[config.mk]
export PLATFORM = sky130hd
export DESIGN_NAME = sram_port_arbiter
export DESIGN_NICKNAME = d
export VERILOG_FILES = /design/src/rtl/cpu_pkg.sv /design/src/rtl/arb_pick2.sv /design/src/rtl/sram_port_arbiter.sv
export SDC_FILE = /design/constraint.sdc
export NUM_CORES = 1
export LEC_CHECK = 0
export ABC_CLOCK_PERIOD_IN_PS = 3400
export BUFFER_PORTS_ARGS = -buffer_cell sky130_fd_sc_hd__buf_4
export CAP_MARGIN = 0
export CORE_MARGIN = 2
export CORE_UTILIZATION = 42
export DETAILED_ROUTE_END_ITERATION = 8
export PLACE_DENSITY = 0.73
export SLEW_MARGIN = 20
export SYNTH_ARGS = -nofsm -noshare
export SYNTH_HDL_FRONTEND = slang
export SYNTH_SLANG_ARGS = --single-unit
[constraint.sdc]
create_clock -name clk -period 3.4 [get_ports clk]
set_clock_uncertainty 0.2 [all_clocks]
set_input_delay 0.68 -clock clk [delete_from_list [all_inputs] [get_ports clk]]
set_output_delay 0.68 -clock clk [all_outputs]
set_load 0.01 [all_outputs]
[src/rtl/cpu_pkg.sv]
// rtl/cpu_pkg.sv - shared FSM encodings, default widths and idle bus constants
// for the SRAM port arbiter.
package cpu_pkg;

  localparam logic [1:0] ST_IDLE   = 2'd0;
  localparam logic [1:0] ST_ACCESS = 2'd1;
  localparam logic [1:0] ST_DONE   = 2'd2;

  localparam int DEFAULT_AW = 16;
  localparam int DEFAULT_DW = 16;

  // Wide enough for any practical AW/DW; users slice the low bits.
  localparam int               ONES_W    = 64;
  localparam logic [ONES_W-1:0] IDLE_ONES = '1;

endpackage

[src/rtl/arb_pick2.sv]
// rtl/arb_pick2.sv - two-way winner select (grant: 0 = port 0, 1 = port 1).
// Tie policy set by SRAM_ARB_ROUND_ROBIN_EN; otherwise port 0 wins ties.
module arb_pick2 (
  input  logic req0,
  input  logic req1,
  input  logic last,
  output logic grant
);

`ifdef SRAM_ARB_ROUND_ROBIN_EN
  assign grant = (req0 && req1) ? ~last : req1;
`else
  logic unused_last;
  assign unused_last = last;
  assign grant       = ~req0 & req1;
`endif

endmodule

[src/rtl/sram_port_arbiter.sv]
// rtl/sram_port_arbiter.sv - arbitrates two requesters onto one SRAM port with a
// fixed ACC_CYCLES access window; tie policy via SRAM_ARB_ROUND_ROBIN_EN.
module sram_port_arbiter
  import cpu_pkg::*;
#(
  parameter int ACC_CYCLES = 1,
  parameter int AW         = DEFAULT_AW,
  parameter int DW         = DEFAULT_DW
) (
  input  logic          clk,
  input  logic          reset,
  input  logic          req0,
  input  logic          req1,
  input  logic          we0_n,
  input  logic          we1_n,
  input  logic [AW-1:0] addr0,
  input  logic [AW-1:0] addr1,
  input  logic [DW-1:0] wdata0,
  input  logic [DW-1:0] wdata1,
  output logic          ack0,
  output logic          ack1,
  output logic [DW-1:0] rdata,
  output logic [AW-1:0] sram_addr,
  output logic          sram_we_n,
  output logic [DW-1:0] sram_q,
  input  logic [DW-1:0] sram_d
);

  localparam logic [3:0] CNT_INIT = 4'(ACC_CYCLES - 1);

  logic [1:0]    state_q, state_d;
  logic [3:0]    cnt_q, cnt_d;
  logic          gnt_q, gnt_d;
  logic          last_q, last_d;
  logic          we_n_q, we_n_d;
  logic [AW-1:0] addr_q, addr_d;
  logic [DW-1:0] wdata_q, wdata_d;
  logic [DW-1:0] rdata_q, rdata_d;
  logic          pick;
  logic          in_access;
  logic          in_done;

  arb_pick2 u_pick (
    .req0  (req0),
    .req1  (req1),
    .last  (last_q),
    .grant (pick)
  );

  always_comb begin
    state_d = state_q;
    cnt_d   = cnt_q;
    gnt_d   = gnt_q;
    last_d  = last_q;
    we_n_d  = we_n_q;
    addr_d  = addr_q;
    wdata_d = wdata_q;
    rdata_d = rdata_q;
    case (state_q)
      ST_IDLE: begin
        if (req0 || req1) begin
          gnt_d   = pick;
          last_d  = pick;
          we_n_d  = pick ? we1_n  : we0_n;
          addr_d  = pick ? addr1  : addr0;
          wdata_d = pick ? wdata1 : wdata0;
          cnt_d   = CNT_INIT;
          state_d = ST_ACCESS;
        end
      end
      ST_ACCESS: begin
        if (cnt_q == 4'd0) begin
          state_d = ST_DONE;
          if (we_n_q) rdata_d = sram_d;
        end else begin
          cnt_d = cnt_q - 4'd1;
        end
      end
      ST_DONE: state_d = ST_IDLE;
      default: state_d = ST_IDLE;
    endcase
  end

  always_ff @(posedge clk or negedge reset) begin
    if (!reset) begin
      state_q <= ST_IDLE;
      cnt_q   <= 4'd0;
      gnt_q   <= 1'b0;
      last_q  <= 1'b1;
      we_n_q  <= 1'b1;
      addr_q  <= IDLE_ONES[AW-1:0];
      wdata_q <= IDLE_ONES[DW-1:0];
      rdata_q <= '0;
    end else begin
      state_q <= state_d;
      cnt_q   <= cnt_d;
      gnt_q   <= gnt_d;
      last_q  <= last_d;
      we_n_q  <= we_n_d;
      addr_q  <= addr_d;
      wdata_q <= wdata_d;
      rdata_q <= rdata_d;
    end
  end

  // Bus outputs decode straight from state so an async reset releases the SRAM at once.
  assign in_access = (state_q == ST_ACCESS);
  assign in_done   = (state_q == ST_DONE);
  assign sram_addr = in_access ? addr_q  : IDLE_ONES[AW-1:0];
  assign sram_q    = in_access ? wdata_q : IDLE_ONES[DW-1:0];
  assign sram_we_n = in_access ? we_n_q  : 1'b1;
  assign ack0      = in_done & ~gnt_q;
  assign ack1      = in_done &  gnt_q;
  assign rdata     = rdata_q;

endmodule

==> results.yml <==
clock_network:
  clockBufferDepth: 2
  root_buffer: "clkbuf_8"
  postCtsHoldBufs: 0
  htree_levels: 2
  cts_buffers: 5
  cts_tree: "yes"
  clkLatencyLatePin_ps: 310
  cts_resized: 0
  clk_pin_slew_ps: 110
  clkSinkCount: 56
  postCtsSetupRepairBufs: 0
worst_hold_path:
  hp-class: "input pin to async pin"
die:
  boundaryPins: 137
  fp.dieH_um: 87.99
  row_count: 30
  initial_core_util_pct: 43.61
  fp.dieW_um: 87.99
  fp.coreArea_um2: 6794
  dieArea_um2: 7742
outcome:
  status: "completed"
route:
  drt_iter0_markers: 31
  dr.pass1.iters: 6
  final_antenna_net_count: 0
  drc: 0
  vias_per_cell: 4.783
  wl_um: 6196
  wl_per_cell_um: 13.74
  vias: 2157
pwr:
  p_leak_nw: 1.856
  ir_drop_v: 0.0004181
  power.total_mw: 3.571
  p_per_area_nw_per_um2: 864.9
synth:
  synth_top_area_share_pct: 29.27
  synth_area_um2: 2963
  ys_seq_elements: 56
  synth_cell_types: 32
  synth.area.top_cells: "dfstp_2, mux2_2, dfrtp_1"
  avgSynthCellArea_um2: 13.53
  seq_area_frac_synth_pct: 48.69
  synthCells: 219
  synth_warnings: 0
  synth_nets: 307
  synth_area_leader_cell: "dfstp_2"
timing:
  period_minus_slack_ps: 2692
  setup_viol: 0
  drv_slew: 0
  worst_slew_pin_slew_ps: 684.9
  hold_viol_final: 0
  slew_headroom_pct: 54.34
  holdWs_ps: 190.9
  rsz0062_at_grt: "no"
  clock.fmax_ghz: 0.3715
  post-route-period-util_pct: 79.17
  tns_ps: 0
global_route:
  antenna_found_initial: 0
  grt_pass1_vias: 2141
  track_usage_pct: 16.19
  grt_max_degree: 57
  grt-ovfl-total: 0
  grt_pass1_wl_um: 9735
cells_and_area:
  antenna_cells: 0
  area_growth_pct: 39.36
  final_layout_size_suffix_gt1_share_pct: 75.49
  nNetsFinal: 442
  finish.utilization_pct: 60.77
worst_setup_path:
  critPathKind: "flop to output pin"
  ff2ff_setup_slack_ps: 1130
  cp-end-kind: "output pin"
  arrival_ps: 1810
  startpoint_type: "flop"
  required_ps: 2520
  cp_max_fo: 20
placement:
  port_buffers: 136
  place.gp.congestion: 0.7817
  post-dp-hpwl_um: 4628
flow_run:
  maxCapViolCount: 0
## critical path, stage by stage, from the launching register on
cell      delay [ps]
dfrtp_1          490
nor2b_4          440
buf_4            330
nand2b_1          90
buf_4            150
## sequential cells by signal, summed over array words and instances (netlist names)
signal	cells
we_n_q	1
gnt_q	1
rdata	16
addr_q	16
wdata_q	16
state_q	2
cnt_q	4
## cell usage after synthesis
cell type  count
mux2_2        72
dfstp_2       33
nand2b_1      33
dfrtp_1       23
mux2_4        10
buf_6          7
nor2_1         4
a21oi_1        3
clkbuf_1       3
inv_1          3
o21ai_0        3
ha_1           2
nand3_1        2
nor2b_1        2
nor3_1         2
and3_1         1
and3b_1        1
buf_12         1
buf_2          1
nand2_1        1
nor2_4         1
nor2b_4        1
nor3b_1        1
nor3b_2        1
o211ai_1       1
o221ai_1       1
o22ai_1        1
o31ai_1        1
or2_2          1
or2b_1         1
or3b_2         1
or4_1          1
## through the flow
stage | setup WS [ps] | instances | area, µm²
2_1_floorplan | 1448 | 219 | 2963
3_3_place_gp | 1037 | 443 | 4039
3_5_place_dp | 1017 | 443 | 4039
4_1_cts | 664.3 | 451 | 4129
5_1_grt | 535.4 | 451 | 4129
6_report | 708.3 | 451 | 4129
## path summary, 6_finish.rpt
check	from	end	cells past startpoint
min in group clk	rdata[0]	rdata[0]	1
hold / removal	reset	rdata[3]	1
setup reg to reg	state_q[1]	addr_q[6]	4
setup / recovery	state_q[0]	sram_q[4]	4
max in group asynchronous	reset	cnt_q[2]	1
hold reg to reg	rdata[0]	rdata[0]	1
## cell usage in the layout (no fill, tap or decap), types with 2 or more instances in the layout
| cell type | n |
|---|---|
| mux2_2 | 72 |
| clkbuf_8 | 5 |
| dfstp_2 | 33 |
| ha_1 | 2 |
| nor2b_4 | 2 |
| a21oi_1 | 3 |
| nor2_1 | 4 |
| buf_4 | 139 |
| inv_1 | 3 |
| nand3_1 | 2 |
| mux2_4 | 10 |
| nand2b_1 | 33 |
| inv_6 | 2 |
| o21ai_0 | 3 |
| nor3_1 | 2 |
| dfrtp_1 | 23 |
## layer usage
metal	GRT usage [%]	vias to the layer above	share of wire, %
met4	5.455	0	1.5
met2	27.82	91	48
met1	18.44	1028	40
met3	6.315	7	10
met5	0	-	0
li1	-	1031	-
## kinds of logic (layout without fill, tap and decap cells)
group | Yosys count | after routing | share of synthesized area (%)
compound gates | 10 | 10 | 2.027
fa+ha+maj | 2 | 2 | 0.8445
buf+inv | 15 | 151 | 4.265
flops | 56 | 56 | 48.69
mux | 82 | 82 | 32.43
simple gates | 54 | 54 | 11.74
## power by group
part           leakage (nW)  total (mW)  internal (mW)  switching (mW)
registers             0.627        1.33           1.15           0.184
clock network        0.0462       0.369          0.151           0.218
logic                  1.18        1.87           1.09           0.784
## area by class of cell
type	count	area, µm²
Multi-Input combinational cell	148	1401
Sequential cell	56	1443
Timing Repair Buffer	140	1064
Tap cell	96	120.1
Clock inverter	2	17.52
Clock buffer	6	72.57
Inverter	3	11.26
Fill cell	544	2665
No activity file was read; power rests on OpenSTA's default activity.
